--- src/rtl/dmem_pkg.sv ---
// Shared definitions for the data-memory responder.
//   dmem_state_t  : responder FSM states (IDLE, WAIT, RESP)
//   BE_WORD       : byte-enable pattern of a full-word access
//   be_contiguous : 1 when the set byte lanes form one unbroken run
//                   (an empty mask counts as contiguous)
package dmem_pkg;

    typedef enum logic [1:0] {
        IDLE = 2'd0,
        WAIT = 2'd1,
        RESP = 2'd2
    } dmem_state_t;

    localparam logic [3:0] BE_WORD = 4'b1111;

    function automatic logic be_contiguous(input logic [3:0] be);
        case (be)
            4'b0000, 4'b0001, 4'b0010, 4'b0100, 4'b1000,
            4'b0011, 4'b0110, 4'b1100,
            4'b0111, 4'b1110,
            4'b1111: be_contiguous = 1'b1;
            default: be_contiguous = 1'b0;
        endcase
    endfunction

endpackage

--- src/rtl/dmem_ram.sv ---
// Word-organised RAM with per-byte write enables.
// Write is synchronous (rising clk), read is asynchronous.
// Contents have no reset.
// Ports:
//   clk_i    in   clock
//   we_i     in   write strobe for this cycle
//   be_i     in   4 byte-lane enables for the write
//   waddr_i  in   word index for the write
//   wdata_i  in   write data, lanes aligned to the word
//   raddr_i  in   word index for the read
//   rdata_o  out  word currently stored at raddr_i
module dmem_ram #(
    parameter int DEPTH_WORDS = 64
) (
    input  logic                           clk_i,
    input  logic                           we_i,
    input  logic [3:0]                     be_i,
    input  logic [$clog2(DEPTH_WORDS)-1:0] waddr_i,
    input  logic [31:0]                    wdata_i,
    input  logic [$clog2(DEPTH_WORDS)-1:0] raddr_i,
    output logic [31:0]                    rdata_o
);

    logic [31:0] mem_q [DEPTH_WORDS];

    always_ff @(posedge clk_i) begin
        if (we_i) begin
            for (int b = 0; b < 4; b++) begin
                if (be_i[b]) begin
                    mem_q[waddr_i][8*b +: 8] <= wdata_i[8*b +: 8];
                end
            end
        end
    end

    assign rdata_o = mem_q[raddr_i];

endmodule

--- src/rtl/dmem_responder.sv ---
// Data-memory responder for the Memory-stage load/store port.
// A request is accepted in IDLE or RESP (cycle 0), waits LATENCY-1 cycles
// and completes in cycle LATENCY (RESP) with a one-cycle RspValidM pulse.
// Stores commit to the RAM at the end of RESP; loads present the RAM word
// of the RESP cycle on ReadDataM, which then holds until the next load.
// Handshake: MemReqM is sampled only outside WAIT; while StallM is high
// the requester keeps its inputs stable, and anything on the inputs
// during WAIT is ignored.
// Optional feature: define DMEM_ERR_EN to flag misaligned requests on ErrM.
// Ports:
//   clk         in   clock
//   reset       in   synchronous active-high reset
//   MemReqM     in   request valid
//   MemWriteM   in   1 = store, 0 = load
//   ALUResultM  in   byte address (word index in bits [IDX_W+1:2])
//   WriteDataM  in   store data
//   ByteEnM     in   store byte-lane enables
//   ReadDataM   out  registered load data
//   RspValidM   out  registered completion pulse
//   StallM      out  transaction open (combinational from MemReqM)
//   ErrM        out  registered error flag (0 without DMEM_ERR_EN)
module dmem_responder
    import dmem_pkg::*;
#(
    parameter int DEPTH_WORDS = 64,
    parameter int LATENCY     = 2
) (
    input  logic        clk,
    input  logic        reset,
    input  logic        MemReqM,
    input  logic        MemWriteM,
    input  logic [31:0] ALUResultM,
    input  logic [31:0] WriteDataM,
    input  logic [3:0]  ByteEnM,
    output logic [31:0] ReadDataM,
    output logic        RspValidM,
    output logic        StallM,
    output logic        ErrM
);

    localparam int                IDX_W       = $clog2(DEPTH_WORDS);
    localparam int                CNT_W       = $clog2(LATENCY + 1);
    localparam logic [CNT_W-1:0]  CNT_START   = CNT_W'(LATENCY - 1);
    localparam logic              MULTI_CYCLE = (LATENCY > 1);

    dmem_state_t      state_q;
    logic [CNT_W-1:0] cnt_q;
    logic [IDX_W-1:0] idx_q;
    logic [31:0]      wdata_q;
    logic [3:0]       be_q;
    logic             we_q;
    logic [31:0]      rdata_q;
    logic             rsp_valid_q;

    logic [IDX_W-1:0] req_idx;
    logic             accept;
    logic             resp_from_wait;
    logic             enter_resp;
    logic             rsp_we;
    logic [IDX_W-1:0] rsp_idx;
    logic             rsp_err;
    logic             commit_ok;
    logic             commit;
    logic [31:0]      ram_rdata;
    logic [31:0]      rd_word;
    logic [31:0]      rdata_d;

    // Upper address bits alias onto the RAM; the byte offset only matters
    // for error detection.
    logic unused_addr_bits;
    assign unused_addr_bits = ^{ALUResultM[31:IDX_W+2], ALUResultM[1:0]};

    assign req_idx        = ALUResultM[IDX_W+1:2];
    assign accept         = MemReqM && (state_q != WAIT);
    assign resp_from_wait = (state_q == WAIT) && (cnt_q == CNT_W'(1));
    // With LATENCY=1 an accepted request goes straight to RESP.
    assign enter_resp     = resp_from_wait || (accept && !MULTI_CYCLE);

    // Attributes of the transaction that is about to enter RESP: either the
    // latched one leaving WAIT or, for LATENCY=1, the one on the inputs.
    assign rsp_we  = resp_from_wait ? we_q  : MemWriteM;
    assign rsp_idx = resp_from_wait ? idx_q : req_idx;

`ifdef DMEM_ERR_EN
    logic req_err;
    logic err_q;
    logic err_out_q;

    // Full-word accesses (loads, word stores) need a word-aligned address;
    // partial stores need an unbroken run of byte lanes.
    assign req_err = (MemWriteM && !be_contiguous(ByteEnM)) ||
                     ((ALUResultM[1:0] != 2'b00) && (!MemWriteM || (ByteEnM == BE_WORD)));
    assign rsp_err   = resp_from_wait ? err_q : req_err;
    assign commit_ok = !err_q;

    always_ff @(posedge clk) begin
        if (reset) begin
            err_q     <= 1'b0;
            err_out_q <= 1'b0;
        end else begin
            if (accept) begin
                err_q <= req_err;
            end
            err_out_q <= enter_resp && rsp_err;
        end
    end

    assign ErrM = err_out_q;
`else
    assign rsp_err   = 1'b0;
    assign commit_ok = 1'b1;
    assign ErrM      = 1'b0;
`endif

    assign commit = (state_q == RESP) && we_q && commit_ok;

    dmem_ram #(
        .DEPTH_WORDS(DEPTH_WORDS)
    ) u_ram (
        .clk_i   (clk),
        .we_i    (commit),
        .be_i    (be_q),
        .waddr_i (idx_q),
        .wdata_i (wdata_q),
        .raddr_i (rsp_idx),
        .rdata_o (ram_rdata)
    );

    // A load entering RESP on the same edge a store commits (LATENCY=1,
    // back-to-back) must see the store's bytes, so forward them here.
    always_comb begin
        rd_word = ram_rdata;
        if (commit && (idx_q == rsp_idx)) begin
            for (int b = 0; b < 4; b++) begin
                if (be_q[b]) begin
                    rd_word[8*b +: 8] = wdata_q[8*b +: 8];
                end
            end
        end
    end

    assign rdata_d = rsp_err ? 32'h0 : rd_word;

    always_ff @(posedge clk) begin
        if (reset) begin
            state_q     <= IDLE;
            cnt_q       <= '0;
            idx_q       <= '0;
            wdata_q     <= '0;
            be_q        <= '0;
            we_q        <= 1'b0;
            rdata_q     <= '0;
            rsp_valid_q <= 1'b0;
        end else begin
            rsp_valid_q <= enter_resp;
            if (enter_resp && !rsp_we) begin
                rdata_q <= rdata_d;
            end

            case (state_q)
                IDLE, RESP: begin
                    if (MemReqM) begin
                        idx_q   <= req_idx;
                        wdata_q <= WriteDataM;
                        be_q    <= ByteEnM;
                        we_q    <= MemWriteM;
                        if (MULTI_CYCLE) begin
                            state_q <= WAIT;
                            cnt_q   <= CNT_START;
                        end else begin
                            state_q <= RESP;
                        end
                    end else begin
                        state_q <= IDLE;
                    end
                end
                WAIT: begin
                    cnt_q <= cnt_q - CNT_W'(1);
                    if (cnt_q == CNT_W'(1)) begin
                        state_q <= RESP;
                    end
                end
                default: state_q <= IDLE;
            endcase
        end
    end

    assign ReadDataM = rdata_q;
    assign RspValidM = rsp_valid_q;
    assign StallM    = (state_q == WAIT) || (MemReqM && (state_q != WAIT) && MULTI_CYCLE);

endmodule

--- config.mk ---
export PLATFORM = sky130hd
export DESIGN_NAME = dmem_responder
export DESIGN_NICKNAME = d
export VERILOG_FILES = /design/src/rtl/dmem_pkg.sv /design/src/rtl/dmem_ram.sv /design/src/rtl/dmem_responder.sv
export SDC_FILE = /design/constraint.sdc
export NUM_CORES = 2
export LEC_CHECK = 0
export CAP_MARGIN = 5
export CELL_PAD_IN_SITES_DETAIL_PLACEMENT = 0
export CELL_PAD_IN_SITES_GLOBAL_PLACEMENT = 1
export CORE_UTILIZATION = 52
export CTS_CLUSTER_DIAMETER = 50
export DETAILED_ROUTE_END_ITERATION = 12
export PLACE_DENSITY_LB_ADDON = 0.1
export SLEW_MARGIN = 20
export SYNTH_ARGS = -nofsm -noshare
export SYNTH_HDL_FRONTEND = slang
export SYNTH_SLANG_ARGS = --single-unit
--- constraint.sdc ---
create_clock -name clk -period 3.4 [get_ports clk]
set_clock_uncertainty 0.1 [all_clocks]
set_input_delay 0.68 -clock clk [delete_from_list [all_inputs] [get_ports clk]]
set_output_delay 0.68 -clock clk [all_outputs]
set_load 0.01 [all_outputs]
## Word level (Yosys, flattened, before mapping)

Memory sizes are Yosys's and may differ from the RTL's.
Index checks and enable logic that the tools add are counted.

- Register bits: 80
- Memories: 1
- Input port bits: 72
- Bits in writable memories: 2048
- Output and inout bits: 35
- Logic and storage cells: 53

- Add/subtract/negate cells: 1
- Muxes and demuxes: 24
- Equal/unequal tests: 7
- Reductions and logical operators: 12

Memory list:

| name | depth | bits a word | rd ports | clocked after Yosys merged registers in | write ports | line | source |
|---|---|---|---|---|---|---|---|
| u_ram.mem_q | 64 | 32 | 1 | 0 | 1 | dmem_ram.sv:24 | `logic [31:0] mem_q [DEPTH_WORDS];` |

Operator list:

| cell | number |
|---|---|
| 32-bit 2-to-1 mux | 1 |
| 8-bit 2-to-1 mux | 4 |
| 1-bit 2-to-1 mux | 14 |
| 2-bit case mux with 2 select lines | 2 |
| 6-bit equality test | 1 |
| 6-bit 2-to-1 mux | 1 |
| 1-bit logical AND | 5 |
| 2-bit by 1-bit equality test with 1-bit output (second input constant) | 2 |
| 2-bit 2-to-1 mux | 2 |
| 2-bit by 1-bit inequality test with 1-bit output (second input constant) | 2 |
| 2-bit AND reduction | 2 |
| 2-bit equality test (second input constant) | 1 |
| 2-bit logical NOT | 1 |
| 2-bit inequality test (second input constant) | 1 |
| 2-bit nonzero test | 1 |
| 2-bit OR reduction | 1 |
| 2-bit by 1-bit subtractor with 2-bit output (second input constant) | 1 |
| 1-bit logical NOT | 1 |
| 1-bit logical OR | 1 |

## Depth between registers and ports, before layout

- Depth in word-level cells: 6
- Depth in mapped cells: 15
- Mapped depth without buffers: 10

## Cells and area by module

Synthesis repeated with hierarchy kept, for this count alone.

- Cell total of the unflattened synthesis: 3904
- Area total of the unflattened synthesis: 82261.4 um2

By module, submodules not included:

| module | instances | cells each | area each (um2) |
|---|---|---|---|
| dmem_ram | 1 | 3544 | 79130.9 |
| dmem_responder | 1 | 360 | 3130.5 |

## Least setup slack after synthesis

No wires, ideal clock.

- Kind: input to register
- Start: input ALUResultM[4]
- End: register rdata_q[6] (netlist: ReadDataM[6])
- Slack: 0.821 ns
- Arrival time: 2.388 ns
- Stages: 10
- Cell sequence: clkbuf_1 nand2_1 mux2i_2 nand2_1 buf_2 o221ai_1 a31oi_1 a211oi_1 a31oi_1 a311oi_1

- Word-level cells in the longest chain between the ends: 4
- Elaborated cells between the ends (all ways): 6

RTL lines:

| what | line | source |
|---|---|---|
| start, declared | dmem_responder.sv:32 | `input logic [31:0] ALUResultM,` |
| 6-bit 2-to-1 mux * | dmem_responder.sv:82 | `assign rsp_idx = resp_from_wait ? idx_q : req_idx;` |
| memory read 64 x 32 bit / 6-bit equality test (equally long branches) | -- |  |
| 8-bit 2-to-1 mux / 1-bit logical AND (equally long branches) | dmem_responder.sv:135, dmem_responder.sv:133 |  |
| 32-bit 2-to-1 mux * | dmem_responder.sv:133 | `if (commit && (idx_q == rsp_idx)) begin` |
| end signal, assigned | dmem_responder.sv:157 | `rdata_q <= rdata_d;` |
| end, declared | dmem_responder.sv:52 | `logic [31:0] rdata_q;` |

Every way passes the cells marked *; elsewhere a longest branch is shown, timed or not.
A chain may end at the register's enable or synchronous reset.

## Worst setup path after layout

- Start: register state_q[1]
- End: register rdata_q[9] (netlist: ReadDataM[9])

- Word-level cells in the longest chain between the ends: 6
- Elaborated cells between the ends (all ways): 13

RTL lines:

| what | line | source |
|---|---|---|
| start, declared | dmem_responder.sv:46 | `dmem_state_t state_q;` |
| start signal, assigned | dmem_responder.sv:146 | `state_q <= IDLE;` |
| start signal, assigned | dmem_responder.sv:168 | `state_q <= WAIT;` |
| start signal, assigned | dmem_responder.sv:171 | `state_q <= RESP;` |
| 2-bit by 1-bit equality test with 1-bit output | dmem_responder.sv:75 | `assign resp_from_wait = (state_q == WAIT) && (cnt_q == CNT_W'(1));` |
| 1-bit logical AND | dmem_responder.sv:75 |  |
| 6-bit 2-to-1 mux | dmem_responder.sv:82 |  |
| memory read 64 x 32 bit / 6-bit equality test (equally long branches) | -- |  |
| 8-bit 2-to-1 mux / 1-bit logical AND (equally long branches) | dmem_responder.sv:135, dmem_responder.sv:133 |  |
| 32-bit 2-to-1 mux | dmem_responder.sv:133 |  |

Parallel ways exist; a longest one is shown, timed or not.

==> metrics.md <==
| Metric | Value |
|---|---|
| Run status | `completed` |
| Peak supply drop | `0.549 mV` |
| Post-layout power | `57.3 mW` |
| Transition time at the pin with the least slew margin | `1.20 ns` |
| Clock Pin Slew Worst Setup and Hold Paths | `0.06 ns` |
| Number of antenna violations at the first check in global routing | `24` |
| Area of the die | `164000 um^2` |
| DR WL met3 | `31.2 mm` |
| Starting Density | `52.4%` |
| Hold-fix buffers at CTS | `0` |
| TritonCTS buffer count | `217` |
| Final Routed Wirelength | `278 mm` |
| Root Driver | `clkbuf_16` |
| Hold Crit Start | `WriteDataM[11]` |
| Total standard cell area after synthesis | `84200 um^2` |
| Count of cell types in the netlist | `66` |
| Number of primary I/O pins | `107` |
| Die span in y | `404 um` |
| DRC violations left | `0` |
| Dominant cells by area after synthesis | `edfxtp_1 73%, nand2_1 7.5%, mux2i_1 3.4%` |
| Worst rel slew slack | `20.2%` |
| Setup Total Neg Slack | `0 ns` |
| Ratio of total power to cell area | `570 nW/um^2` |
| Clock tree from TritonCTS | `done` |
| Core Box Area | `161000 um^2` |
| Buffers plus inverters on the worst setup path | `5` |
| Min-delay worst type | `in -> reg` |
| Max FO, Critical Path | `21` |
| Element type at the critical path end | `flip-flop` |
| Number of input and output port buffers inserted | `79` |
| Global routing usage summed across all routing layers | `33.8%` |
| Commonest cells after routing, fill and taps aside | `2048 x edfxtp_1, 1679 x nand2_1, 733 x buf_4` |
| Delay of the slowest cell on the worst path | `0.42 ns` |
| FMAX | `0.300 GHz` |
| Chip width | `404 um` |
| Crit-path slowest cell | `dfxtp_1` |
| Cell type contributing the most total cell area after synthesis | `edfxtp_1` |
| Detail Placement HPWL | `186 mm` |
| Average size of a mapped cell | `13.4 um^2` |
| Largest net degree at the start of global routing | `79` |
| First-pass DRT Iterations | `6` |
| Number of warnings printed during yosys synthesis | `0` |
| Number of cells traversed by the worst register-to-register path | `13` |
| Hold Fails Final Rpt | `0` |
| Global-route wire length before repair | `389 mm` |
| CTS Sinks | `2128` |
| Antenna viol nets, final | `0` |
| Type of the worst setup path | `reg -> reg` |
| Number of cell rows | `147` |
| Remaining global-route overflow | `0` |
| Layout cell share with drive strength beyond 1 | `17.4%` |
| Worst hold path depth | `3` |
| Number of flops mapped to enable cells by yosys | `2048` |
| CTS max path bufs | `3` |
| Clock H-tree levels | `4` |
| Most instantiated flip-flop cell in the synthesis netlist | `edfxtp_1` |
| Required arrival time at the worst endpoint | `4.02 ns` |
| Arrival time of the worst setup path | `3.96 ns` |
| Count of max-cap constraint violations | `0` |
| End point of the worst hold path | `wdata_q[11]` |
| Reg2reg setup slack | `0.07 ns` |
| Max Used Layer | `met5` |
| Fill cell count | `12300` |
| Wire length on met2 | `124 mm` |
| Final core utilization | `62.7%` |
| Net count of the mapped netlist | `6343` |
| Async SR Flop Fraction | `0%` |
| Final RePlAce weighted congestion | `0.931` |
| R2r startpoint | `state_q[1]` |
| Cell family with most CP delay | `buffers and inverters` |
| First DRT Iteration DRCs | `7441` |
| Final worst path period need | `3.33 ns` |
| Area growth syn-to-layout | `19.5%` |
| Routed via count divided by cell count | `6.08` |
| RR Endpoint | `ReadDataM[9]` |
| Most common cell after layout, fill and taps aside | `edfxtp_1` |
| Startpoint type of the worst setup path | `flip-flop` |
| Met1 routed wirelength after detailed routing | `111 mm` |
| Flop and latch count out of synthesis | `2128` |
| Routed wirelength normalized by instance count | `29.6 um` |
| Crit share post-route | `98.1%` |
| Cell with the most instances on the worst path | `buf_4` |
| Vias in the first global route | `53400` |
| Final count of pins violating max slew | `0` |
| Yosys top cell area share | `73.1%` |
| CP cell instances | `buf_4, and4b_1, a21oi_4, buf_12, buf_4, buf_12, buf_4, mux2i_1, o22ai_1, nor4_1, o21ai_0, a21oi_2, nor4_1` |
| Via count of the routed design | `57000` |
| Number of standard cells after synthesis | `6270` |
| Clk_lat worst skew | `0.86 ns` |
| Total of endpoints with negative setup slack in the final report | `0` |
| Leakage | `36.1 nW` |
| Number of nets in the layout | `7075` |
| Sequential-to-total area share from yosys stat | `75.0%` |
[metal layers]
metal / track usage [%] / up-vias
li1: - / 24700
met1: 47.7 / 28500
met2: 50.3 / 3283
met3: 8.24 / 555
met4: 14.2 / 12
met5: 0 / -
[timing repair]
| item | 4_1_cts | 5_1_grt |
|---|---|---|
| endpoints found under the setup margin | 11 | 24 |
| cloned | 0 | 2 |
| pin swaps | 1 | 4 |
| endpoints found under the hold margin | 0 | 0 |
| buffers inserted | 0 | 8 |
| resized for setup | 5 | 28 |
[layout make-up]
cell class              count  area (um^2)  area share, %
flip-flops and latches   2128        63100           62.8
multi-input cells        3733        19300           19.2
repair buffers            919         8450           8.40
clock buffers             278         5830           5.80
well taps                2160         2700           2.69
clock inverters           131         1140           1.13
diodes                     22         55.1         0.0547
inverters                   3         11.3         0.0112
[per-stage QoR]
step | instance area (um^2) | hold WS (ns) | setup slack [ns] | instances
floorplan | 84200 | 0.337 | 0.821 | 6270
global placement | 93300 | 0.345 | -0.430 | 8933
detailed placement | 93300 | 0.349 | -0.484 | 8933
CTS | 100000 | 0.217 | 0.00853 | 9342
global route | 101000 | 0.250 | -0.00663 | 9352
finish | 101000 | 0.262 | 0.0654 | 9374
[worst reg2reg max path, cell delays in order (launching register included)]
cell and delay, ns:
dfxtp_1 0.42, buf_4 0.16, and4b_1 0.24, a21oi_4 0.23
buf_12 0.22, buf_4 0.23, buf_12 0.21, buf_4 0.18
mux2i_1 0.18, o22ai_1 0.09, nor4_1 0.37, o21ai_0 0.21
a21oi_2 0.29, nor4_1 0.08
[kinds of logic after synthesis]
| family | count (synthesis) | synth area share [%] |
|---|---|---|
| muxes | 298 | 3.63 |
| AOI/OAI and AO/OA | 709 | 5.31 |
| and+or+nand+nor | 2724 | 13.6 |
| adders and majority gates | 1 | 0.0149 |
| other | 1 | 0.00445 |
| buffers and inverters | 409 | 2.52 |
| DFF | 2128 | 75.0 |
[registers in the layout (all words and copies together) (netlist names)]
register	flops
u_ram.mem_q	2048
idx_q	6
state_q	2
RspValidM	1
be_q	4
we_q	1
ReadDataM	32
wdata_q	32
cnt_q	2
[how the worst max path moves through the flow]
stage | start | cells past startpoint | endpoint | slack (ns)
CTS | cnt_q[0] | 12 | ReadDataM[29] | 0.009
finish | state_q[1] | 13 | ReadDataM[9] | 0.07
floorplan | ALUResultM[4] | 10 | ReadDataM[6] | 0.82
global placement | ALUResultM[2] | 11 | ReadDataM[29] | -0.43
global route | state_q[1] | 12 | ReadDataM[15] | -0.007
detailed placement | ALUResultM[4] | 10 | ReadDataM[3] | -0.48
[cell usage after synthesis (all sizes together) (4+ instances only)]
library cell,number
edfxtp,2048
nand2,1687
nand3,525
a21oi,308
nor2,307
mux2i,292
buf,283
clkbuf,123
o22ai,94
nor4,87
dfxtp,80
a31oi,62
o21ai,58
and3,47
o2111ai,40
nand4,33
a311oi,31
a32oi,18
nor3,18
a2111oi,14
a22oi,14
o221ai,10
a211oi,8
a221oi,7
a32o,7
o211ai,6
a22o,5
mux4,5
nand2b,5
a221o,4
[where the power goes]
part / switching, mW / total [mW] / leakage (nW) / internal, mW
logic: 3.06 / 4.77 / 12.5 / 1.71
registers: 0.363 / 29.2 / 20.3 / 28.8
clock network: 10.1 / 23.3 / 3.39 / 13.2
Power figures use the tool's default switching activity.
